--- src/rtl/uart_pkg.sv ---
// uart_pkg: state encodings and default payload width shared by the UART TX and RX blocks.
package uart_pkg;
    localparam int DEFAULT_DATA_WIDTH = 8;
    localparam logic [2:0] S_IDLE   = 3'd0;
    localparam logic [2:0] S_START  = 3'd1;
    localparam logic [2:0] S_DATA   = 3'd2;
    localparam logic [2:0] S_PARITY = 3'd3;
    localparam logic [2:0] S_STOP   = 3'd4;
endpackage

--- src/rtl/uart_tx_parity_calc.sv ---
// uart_tx_parity_calc: registered parity of the payload, captured when a frame is accepted.
module uart_tx_parity_calc
    import uart_pkg::*;
#(
    parameter int DATA_WIDTH = DEFAULT_DATA_WIDTH
) (
    input  logic                  CLK_UART_TX,
    input  logic                  RST_UART_TX,
    input  logic                  load,
    input  logic [DATA_WIDTH-1:0] data,
    input  logic                  par_typ,
    output logic                  par_bit
);
    always_ff @(posedge CLK_UART_TX or posedge RST_UART_TX)
        if (RST_UART_TX)
            par_bit <= 1'b0;
        else if (load)
            par_bit <= ^data ^ par_typ;
endmodule

--- src/rtl/uart_tx_core.sv ---
// uart_tx_core: UART serializer; the state register always names the bit currently on the line.
module uart_tx_core
    import uart_pkg::*;
#(
    parameter int DATA_WIDTH = DEFAULT_DATA_WIDTH
) (
    input  logic                  CLK_UART_TX,
    input  logic                  RST_UART_TX,
    input  logic [DATA_WIDTH-1:0] P_DATA_UART_TX,
    input  logic                  Data_Valid_UART_TX,
    input  logic                  PAR_EN_UART_TX,
    input  logic                  PAR_TYP_UART_TX,
    output logic                  TX_OUT_UART_TX,
    output logic                  Busy_UART_TX
);
    localparam int CW = (DATA_WIDTH > 1) ? $clog2(DATA_WIDTH) : 1;
    localparam logic [CW-1:0] LAST = CW'(DATA_WIDTH - 1);
    logic [2:0]            state;
    logic [DATA_WIDTH-1:0] data_q;
    logic [CW-1:0]         bit_cnt;
    logic                  par_en_q;
    logic                  par_bit;
    logic                  accept;
    assign accept = (state == S_IDLE) && Data_Valid_UART_TX;
    uart_tx_parity_calc #(.DATA_WIDTH(DATA_WIDTH)) u_parity (
        .CLK_UART_TX(CLK_UART_TX),
        .RST_UART_TX(RST_UART_TX),
        .load(accept),
        .data(P_DATA_UART_TX),
        .par_typ(PAR_TYP_UART_TX),
        .par_bit(par_bit)
    );
    always_ff @(posedge CLK_UART_TX or posedge RST_UART_TX)
        if (RST_UART_TX) begin
            state          <= S_IDLE;
            TX_OUT_UART_TX <= 1'b1;
            Busy_UART_TX   <= 1'b0;
            bit_cnt        <= '0;
            data_q         <= '0;
            par_en_q       <= 1'b0;
        end else begin
            case (state)
                S_IDLE: if (Data_Valid_UART_TX) begin
                    state          <= S_START;
                    TX_OUT_UART_TX <= 1'b0;
                    Busy_UART_TX   <= 1'b1;
                    data_q         <= P_DATA_UART_TX;
                    par_en_q       <= PAR_EN_UART_TX;
                    bit_cnt        <= '0;
                end
                S_START: begin
                    state          <= S_DATA;
                    TX_OUT_UART_TX <= data_q[0];
                    data_q         <= data_q >> 1;
                    bit_cnt        <= '0;
                end
                // bit_cnt indexes the data bit currently on the line
                S_DATA: if (bit_cnt == LAST) begin
                    state          <= par_en_q ? S_PARITY : S_STOP;
                    TX_OUT_UART_TX <= par_en_q ? par_bit : 1'b1;
                end else begin
                    TX_OUT_UART_TX <= data_q[0];
                    data_q         <= data_q >> 1;
                    bit_cnt        <= bit_cnt + 1'b1;
                end
                S_PARITY: begin
                    state          <= S_STOP;
                    TX_OUT_UART_TX <= 1'b1;
                end
                S_STOP: begin
                    state          <= S_IDLE;
                    TX_OUT_UART_TX <= 1'b1;
                    Busy_UART_TX   <= 1'b0;
                end
                default: begin
                    state          <= S_IDLE;
                    TX_OUT_UART_TX <= 1'b1;
                    Busy_UART_TX   <= 1'b0;
                end
            endcase
        end
endmodule
--- config.mk ---
export PLATFORM = sky130hd
export DESIGN_NAME = uart_tx_core
export DESIGN_NICKNAME = d
export VERILOG_FILES = /design/src/rtl/uart_pkg.sv /design/src/rtl/uart_tx_parity_calc.sv /design/src/rtl/uart_tx_core.sv
export SDC_FILE = /design/constraint.sdc
export NUM_CORES = 1
export LEC_CHECK = 0
export BUFFER_PORTS_ARGS = -buffer_cell sky130_fd_sc_hd__buf_2
export CAP_MARGIN = 20
export CORE_MARGIN = 2
export CORE_UTILIZATION = 50
export DETAILED_ROUTE_END_ITERATION = 10
export PLACE_DENSITY = 0.8
export SLEW_MARGIN = 30
export SYNTH_ARGS = -nofsm -noshare
export SYNTH_HDL_FRONTEND = slang
export SYNTH_SLANG_ARGS = --single-unit
--- constraint.sdc ---
create_clock -name CLK_UART_TX -period 2.35 [get_ports CLK_UART_TX]
set_clock_uncertainty 0.1 [all_clocks]
set_input_delay 0.1175 -clock CLK_UART_TX [delete_from_list [all_inputs] [get_ports CLK_UART_TX]]
set_output_delay 0.1175 -clock CLK_UART_TX [all_outputs]
set_load 0.02 [all_outputs]
* Word-level counts from Yosys, hierarchy flattened *
Index checks and enable logic that the tools add are counted.

operators by class
  $add $sub $neg = 1
  equal/unequal tests = 7
  multiplexer cells = 16
  bitwise gates (word level) = 2
  reductions and logical operators = 9

operator list
  operator             count
  $pmux 8 s3           1
  $mux 8               2
  $mux 3               5
  $pmux 3 s4           1
  $pmux 3 s3           1
  $reduce_xor 8->1     1
  $eq 3x2->1 const B   2
  $ne 2x2->1 const B   3
  $reduce_and 2->1     3
  $mux 1               4
  $add 3x1->3 const B  1
  $eq 3x1->1 const B   1
  $eq 3x3->1 const B   1
  $logic_not 3->1      1
  $pmux 1 s3           1
  $reduce_and 3->1     1
  $reduce_bool 3->1    1
  $reduce_or 3->1      1
  $pmux 1 s2           1
  $logic_and 1x1->1    1
  $not 1->1            1
  $xor 1x1->1          1

word-level totals
  bits in registers = 18
  input port bits = 13
  output and inout bits = 2

* Logic depth before layout (Yosys ltp) *
Gate-level depths: netlist of the first run.

  depth after elaboration = 4
  gate-level depth with buffers = 7
  depth with buffers taken out = 6

* Modules after synthesis *
From an unflattened synthesis of the first run, not the netlist that was laid out.

unflattened totals
  cells, all modules = 91
  area, all modules = 1,012.2 um2

modules (own cells, without submodules)
  module               instances  cells an instance  area an instance (um2)
  uart_tx_core         1          81                 878.3
  uart_tx_parity_calc  1          10                 133.9

* Least setup slack after synthesis of the first run *
OpenSTA, ideal clock, no wires.

  path kind = register to register
  start point = register bit_cnt[0]
  end point = register bit_cnt[0]
  library setup time = 125 ps
  arrival = 1,672 ps
  setup slack = 452 ps
  stages on the path, launching flop included = 6
  cell sequence = dfrtp_1 ha_1 ha_1 or2_4 a211o_2 mux2_4

between the ends
  longest elaborated chain between the ends = 3

RTL lines
  item                                            RTL line                                text
  from (decl)                                     uart_tx_core.sv:20                      logic [CW-1:0] bit_cnt;
  from (signal assigned)                          uart_tx_core.sv:64                      bit_cnt <= bit_cnt + 1'b1;
  $add 3x1->3 or $eq 3x3->1 (tied branches)       uart_tx_core.sv:64, uart_tx_core.sv:58
  $mux 3 or $ne 2x2->1 (tied branches)            n/a
  $pmux 3 s3 or $reduce_and 3->1 (tied branches)  n/a

Several ways; a longest one is shown, not always the timed one. The select of a mux whose other input is x is not followed.
A chain may end at the register's enable or synchronous reset.

* Final worst setup path of the first run *
Same ends and word-level chain as after synthesis.

==> results of run 1 <==
==> worst min-delay path, delay by kind of cell <==
family	cells	cell delay, ns
buffers and inverters	1	0.10
multiplexers	1	0.07
AO/OA/AOI/OAI	1	0.13
==> per-stage QoR <==
| stage | utilization [%] | hold WS [ns] | worst slack, ns | total power [uW] | instance area (sq um) |
|---|---|---|---|---|---|
| global placement | 56.32 | 0.1478 | 0.4135 | 1222 | 1082 |
| CTS | 59.77 | 0.04060 | 0.3565 | 1461 | 1149 |
| floorplan | - | -0.04466 | 0.4524 | 1145 | 1003 |
| detailed placement | 56.32 | 0.1646 | 0.3833 | 1253 | 1082 |
| finish | 59.77 | 0.05044 | 0.3523 | 1448 | 1149 |
| global route | 59.77 | 0.07334 | 0.2912 | 1553 | 1149 |
==> cell families (layout without fill, tap and decap cells) <==
kind of cell / after synthesis / in the layout / synth area share, %
compound gates: 22 / 22 / 17.08
xor+xnor: 7 / 7 / 7.481
fa+ha+maj: 2 / 2 / 2.493
buf+inv: 9 / 27 / 5.112
flops: 18 / 18 / 45.01
mux: 9 / 9 / 9.601
simple gates: 22 / 22 / 13.22
==> area by class of cell <==
class | count | area share (%)
Timing Repair Buffer | 18 | 9.368
Sequential cell | 18 | 39.32
Inverter | 5 | 1.634
Multi-Input combinational cell | 62 | 43.57
Clock buffer | 4 | 3.159
Tap cell | 27 | 2.941
==> cells in the final DEF, fill, tap and decap left out, types with 3 or more instances in the layout <==
master         Yosys  layout
a21oi_1            5       5
a21oi_2            3       3
buf_2              2      14
clkbuf_4           0       3
dfrtp_1           17      17
dlygate4sd3_1      0       3
inv_1              5       5
mux2i_1            7       7
nand2_1            3       3
nor2_1             7       7
nor2_2             3       3
o21ai_0            3       3
xnor2_1            4       4
==> where the power goes <==
part	switching, uW	internal, uW
Combinational	329	332
Sequential	137	453
Clock	103	94.5
==> timing repair <==
item	CTS	global route
hold buffers	3	0
setup endpoints to repair	0	0
resized for setup	0	0
hold endpoints to repair	19	0
==> final timing paths <==
| kind | startpoint | end | cells past startpoint |
|---|---|---|---|
| max | bit_cnt[0]$_DFFE_PP0P_ | bit_cnt[0]$_DFFE_PP0P_ | 5 |
| min | P_DATA_UART_TX[1] | data_q[1]$_DFFE_PP0P_ | 3 |
| max reg2reg | bit_cnt[0]$_DFFE_PP0P_ | bit_cnt[0]$_DFFE_PP0P_ | 5 |
| min reg2reg | u_parity.par_bit$_DFFE_PP0P_ | u_parity.par_bit$_DFFE_PP0P_ | 2 |
| max in group asynchronous | RST_UART_TX | bit_cnt[2]$_DFFE_PP0P_ | 3 |
| min in group asynchronous | RST_UART_TX | data_q[4]$_DFFE_PP0P_ | 3 |
==> Yosys cell counts <==
cell type  count  area share [%]
nor3_1         2             1.0
a21oi_1        5             2.5
nand3b_1       1            0.75
dfstp_2        1             2.6
xnor2_1        4             3.5
mux2_2         1             1.1
nor3b_1        1            0.75
dfrtp_1       17              42
mux2_4         1             1.5
nor4b_1        1            0.87
nor2_1         7             2.6
o21ai_1        1            0.50
a21oi_2        3             2.6
nor2_2         3             1.9
buf_2          2             1.0
or2_4          1            0.87
xnor3_1        1             2.2
inv_1          5             1.9
mux2i_1        7             7.0
nand2b_4       2             2.7
xor2_1         2             1.7
nand2_1        3             1.1
buf_6          2             2.2
a22o_1         2             1.7
o21ai_0        3             1.5
a21o_1         1            0.75
a211oi_4       1             2.0
ha_1           2             2.5
a21oi_4        1             1.6
a211o_2        1             1.0
o21bai_1       1            0.75
nor2b_1        1            0.62
a221oi_1       1            0.87
a31oi_1        2             1.2
==> state kept, by name, indices dropped and copies added (netlist names) <==
signal	cells
bit_cnt	3
state	3
Busy_UART_TX	1
TX_OUT_UART_TX	1
par_en_q	1
u_parity.par_bit	1
data_q	8
==> metal layers <==
metal / vias to the layer above / wire, um
li1: 346 / -
met1: 336 / 879
met3: 4 / 41
met4: 0 / 29
met5: - / 0
met2: 10 / 844
==> metrics.md, run 1 <==
| Metric | Value |
|---|---|
| Area Overhead vs Synth | 14.46% |
| Post-Synthesis Cell Area | between 1000 and 1500 sq um |
| CP endpoint kind | flop |
| Tmin final | roughly 2.0 ns |
| DR DRC count | 0 |
| Post-synth cell types | 34 |
| Max_cap viols | 0 |
| Initial Util | 52.21% |
| Max Freq | 500.6 MHz |
| Most used cell, CP | ha_1 |
| M1 GR Usage | 21.70% |
| CP max-delay cell | dfrtp_1 |
| P_leak | 0.0005320 uW |
| Clock Sink Count | 18 |
| Max VDD drop | ~0.64 mV |
| Syn Inst Count | slightly below 90 |
| Antenna violations before repair | 0 |
| # H-tree levels | 1 |
| Max Root-Sink Buffers | 2 |
| Final setup fails | 0 |
| Slew Limit Fails | 0 |
| GRT Util Overall | about 17% |
| Worst Path Required | ~2.4 ns |
| Startpoint Class | flop |
| Crit share post-route | 85.01% |
| Vias per cell | approximately 5.2 |
| GP Congestion | around 0.83 |
| Vias in the first global route | approximately 710 |
| RSZ-0062 raised after global routing | false |
| Die Wd | around 49 um |
| Pin count of the biggest net entering global routing | 19 |
| # diodes | 0 |
| Setup Buffers After CTS | 0 |
| Port buffer count | 14 |
| Total global routing overflow | 0 |
| GRT busiest layer | met2 |
| Worst-path cell chain | ha_1, ha_1, or2_4, a211o_2, mux2_4 |
| Avg Cell Area, Syn | roughly 11 sq um |
| Clk root buf | clkbuf_4 |
| Rows | 16 |
| Critical path fanouts, max | 7 |
| # placed instances | 127 |
| Status | finished clean |
| TNS Setup | 0 ns |
| Share of the yosys chip area belonging to registers | 45.01% |
| Die area | 2381 sq um |
| First-pass GRT wire length | slightly above 3000 um |
| Met2 global-route usage | a little over a quarter |
| Crit path DAT | between 2 and 2.5 ns |
| Hold Crit Class | in -> reg |
| Yosys reg bits | 18 |
| Layout fillers | about 180 |
| Total Wirelength | between 1500 and 2000 um |
| Grt met3 use | under 10% |
| Finished Layout Cells | ~130 |
| DP Wirelength | about 1300 um |
| CP peak stage delay | ~0.41 ns |
| Num CTS Buffers | 3 |
| Share of layout cells above drive strength 1 | 31.78% |
| Sequential Area | approximately 450 sq um |
| R2r setup slk | ~0.35 ns |
| Critical path buffers and inverters | 0 |
| Crit Path Class | reg -> reg |
| Fin nets | 123 |
| ANT nets after route | 0 |
| Vias | 696 |
| Die height | ~49 um |
| Num ports | 15 |
| P per Cell Area | ~1300 nW/um^2 |
| Clk slew on worst S/H paths | around 0.11 ns |
| Area occupied by multi-input gates | ~500 sq um |
| Core Area | between 1500 and 2000 sq um |
| Clk_lat worst skew | about 0.30 ns |
| Critical path's top delay family | adder cells |
| Worst Max-Slew Pin Slew | just over 0.7 ns |
| Drt pass-1 iters | 4 |
| Max-slew headroom | a little over half |
| DR iter-0 viols | 8 |
| Synthesis Warnings | 0 |
| CTS tree | built |
| Wire length per cell | ~13 um |
| Mapped Nets | about 100 |
| Final Hold Viols | 0 |
(Power assumes the default switching activity.)
==> inputs of run 2 (changes only) <==
--- a/config.mk
+++ b/config.mk
@@ -10,7 +10,7 @@
 export CORE_MARGIN = 2
 export CORE_UTILIZATION = 50
 export DETAILED_ROUTE_END_ITERATION = 10
-export PLACE_DENSITY = 0.8
+export PLACE_DENSITY_LB_ADDON = 0.05
 export SLEW_MARGIN = 30
 export SYNTH_ARGS = -nofsm -noshare
 export SYNTH_HDL_FRONTEND = slang
==> run 2 against run 1 <==
Net effect: hold slack worse by 0.010 ns; global-route usage up 0.40 points; sequential power up 0.8%; register-to-register slack about the same; worst setup slack better by 0.011 ns; power down 3.2%; cell count unchanged; combinational power down 2%; sequential share of layout area up 0.35 points; critical endpoint unchanged; largest cell class unchanged.
==> metrics.md, run 2 (synthesis results as in run 1) <==
| Metric | Value |
|---|---|
| Status | finished clean |
| Hold slack | 0.04036 ns (-0.01007 ns) |
| Most frequent cells in the layout | dfrtp_1, buf_2, mux2i_1, nor2_1 |
| Total Wirelength | 1741 um (-3.0%) |
| GP Congestion | 0.7673 (-8.1%) |
| Max-slew headroom | 55.12% (+2.4 points) |
| Area occupied by multi-input gates | 500.5 sq um (unchanged) |
| Clock Sink Count | 18 (unchanged) |
| ANT nets after route | 0 (unchanged) |
| Worst Path Required | 2.43 ns (about the same) |
| M1 wire length | 865 um (-1.6%) |
| Sequential Area | 451.7 sq um (unchanged) |
| Post-CTS Resized | 0 (unchanged) |
| Num ports | 15 (unchanged) |
| Num CTS Buffers | 3 (unchanged) |
| Antenna violations before repair | 0 (unchanged) |
| DP Wirelength | 1236 um (-2.0%) |
| Max reg flops | 8 (unchanged) |
| CP peak stage delay | 0.41 ns (about the same) |
| Placement Setup Slack | 0.3766 ns (-0.006628 ns) |
| Clk_lat worst skew | 0.28 ns (-0.02 ns) |
| CTS tree | built |
| Port buffer count | 14 (unchanged) |
| First-pass GRT wire length | 3056 um (-0.23%) |
| Fin nets | 123 (unchanged) |
| Clk slew on worst S/H paths | 0.10 ns (about the same) |
| Crit Path Class | reg -> reg |
| Vias | 668 (-4.0%) |
| Layout fillers | 185 (+3.9%) |
| Die Wd | 48.80 um (unchanged) |
| Worst-path cell chain | ha_1, ha_1, or2_4, a211o_2, mux2_4 |
| Core Area | 1922 sq um (unchanged) |
| Tmin final | 1.987 ns (-0.01107 ns) |
| Total power | 1402 uW (-3.2%) |
| Max VDD drop | 0.6700 mV (+5.4%) |
| Total global routing overflow | 0 (unchanged) |
| Met3 routed WL | 39 um (-4.9%) |
| Most used cell, CP | ha_1 |
| Startpoint Class | flop |
| Slew Limit Fails | 0 (unchanged) |
| Crit path DAT | 2.06 ns (-0.03 ns) |
| Met2 Routed Length | 811 um (-3.9%) |
| RSZ-0062 raised after global routing | false |
| Max Freq | 503.4 MHz (+0.56%) |
| Vias in the first global route | 686 (-3.9%) |
| DR iter-0 viols | 10 (+2) |
| Crit share post-route | 84.54% (-0.47 points) |
| P per Cell Area | 1231 nW/um^2 (-2.4%) |
| Rows | 16 (unchanged) |
| Pin count of the biggest net entering global routing | 19 (unchanged) |
| # H-tree levels | 1 (unchanged) |
| Wire length per cell | 12.99 um (-3.0%) |
| DR top layer | met4 |
| Die area | 2381 sq um (unchanged) |
| Max Root-Sink Buffers | 2 (unchanged) |
| Critical path fanouts, max | 7 (unchanged) |
| CP max-delay cell | dfrtp_1 |
| Initial Util | 52.21% (unchanged) |
| Setup ws final | 0.3634 ns (+0.01107 ns) |
| Vias per cell | 4.985 (-4.0%) |
| CP endpoint kind | flop |
| Worst Max-Slew Pin Slew | 0.6725 ns (-0.03563 ns) |
| Die height | 48.80 um (unchanged) |
| Share of layout cells above drive strength 1 | 30.84% (-0.93 points) |
| Area Overhead vs Synth | 13.47% |
| Drt pass-1 iters | 3 (-1) |
| # diodes | 0 (unchanged) |
| Max_cap viols | 0 (unchanged) |
| Final Hold Viols | 0 (unchanged) |
| Final setup fails | 0 (unchanged) |
| Clk root buf | clkbuf_4 |
| Fin util | 59.24% (-0.52 points) |
| GRT Util Overall | 17.23% (+0.40 points) |
| Hold Crit Class | in -> reg |
| Largest registers | data_q x8, bit_cnt x3, state x3 |
| TNS Setup | 0 ns (unchanged) |
| DR DRC count | 0 (unchanged) |
| Biggest register | data_q |
| P_leak | 0.0005260 uW (-1.1%) |
| Most common cell after layout, fill and taps aside | dfrtp_1 |
-- run 2: cell count changes in the layout (fill, tap and decap cells not counted) --
cell | before | now
clkbuf_1 | 0 | 1
clkbuf_8 | 1 | 0
-- run 2: final timing paths --
path                                                   start                           end  slack (ns)  cells after the start
worst max register to register        bit_cnt[0]$_DFFE_PP0P_        bit_cnt[0]$_DFFE_PP0P_        0.36                      5
worst max-delay path                  bit_cnt[0]$_DFFE_PP0P_        bit_cnt[0]$_DFFE_PP0P_        0.36                      5
worst min-delay path                       P_DATA_UART_TX[0]         data_q[0]$_DFFE_PP0P_        0.04                      3
max in group asynchronous                        RST_UART_TX        bit_cnt[0]$_DFFE_PP0P_        1.36                      3
worst min register to register  u_parity.par_bit$_DFFE_PP0P_  u_parity.par_bit$_DFFE_PP0P_        0.40                      2
min in group asynchronous                        RST_UART_TX          state[2]$_DFFE_PP0P_        0.36                      3
-- run 2: worst max-delay path, delay by kind of cell, from the launching register on --
family          cells  cell delay, ns
fa+ha+maj           2            0.46
flops               1            0.41
compound gates      1            0.38
simple gates        1            0.27
mux                 1            0.27
-- run 2: timing repair --
action	4_1_cts	5_1_grt
buffers inserted	0	0
hold buffers	3	0
hold endpoints to repair	19	0
-- run 2: per-layer routing --
layer | GRT usage, % | vias to the layer above
met5 | 0 | -
met4 | 8.571 | 0
met3 | 2.761 | 2
met2 | 28.08 | 9
met1 | 22.31 | 312
li1 | - | 345
-- run 2: metrics by stage --
| stage | instance area [sq um] | cells |
|---|---|---|
| after global placement | 1082 | 127 |
| after global routing | 1139 | 134 |
| after detailed placement | 1082 | 127 |
| after floorplan | 1003 | 89 |
| after CTS | 1139 | 134 |
| final | 1139 | 134 |
-- run 2: area by class of cell --
class	instances	area share [%]
Tap cell	27	2.967
Multi-Input combinational cell	62	43.96
Sequential cell	18	39.67
Timing Repair Buffer	18	9.451
Inverter	5	1.648
Clock buffer	4	2.308
-- run 2: power breakdown --
part	internal [uW]	switching, uW	total (uW)
clock network	65.8	91.9	158
registers	453	142	595
logic	331	318	648
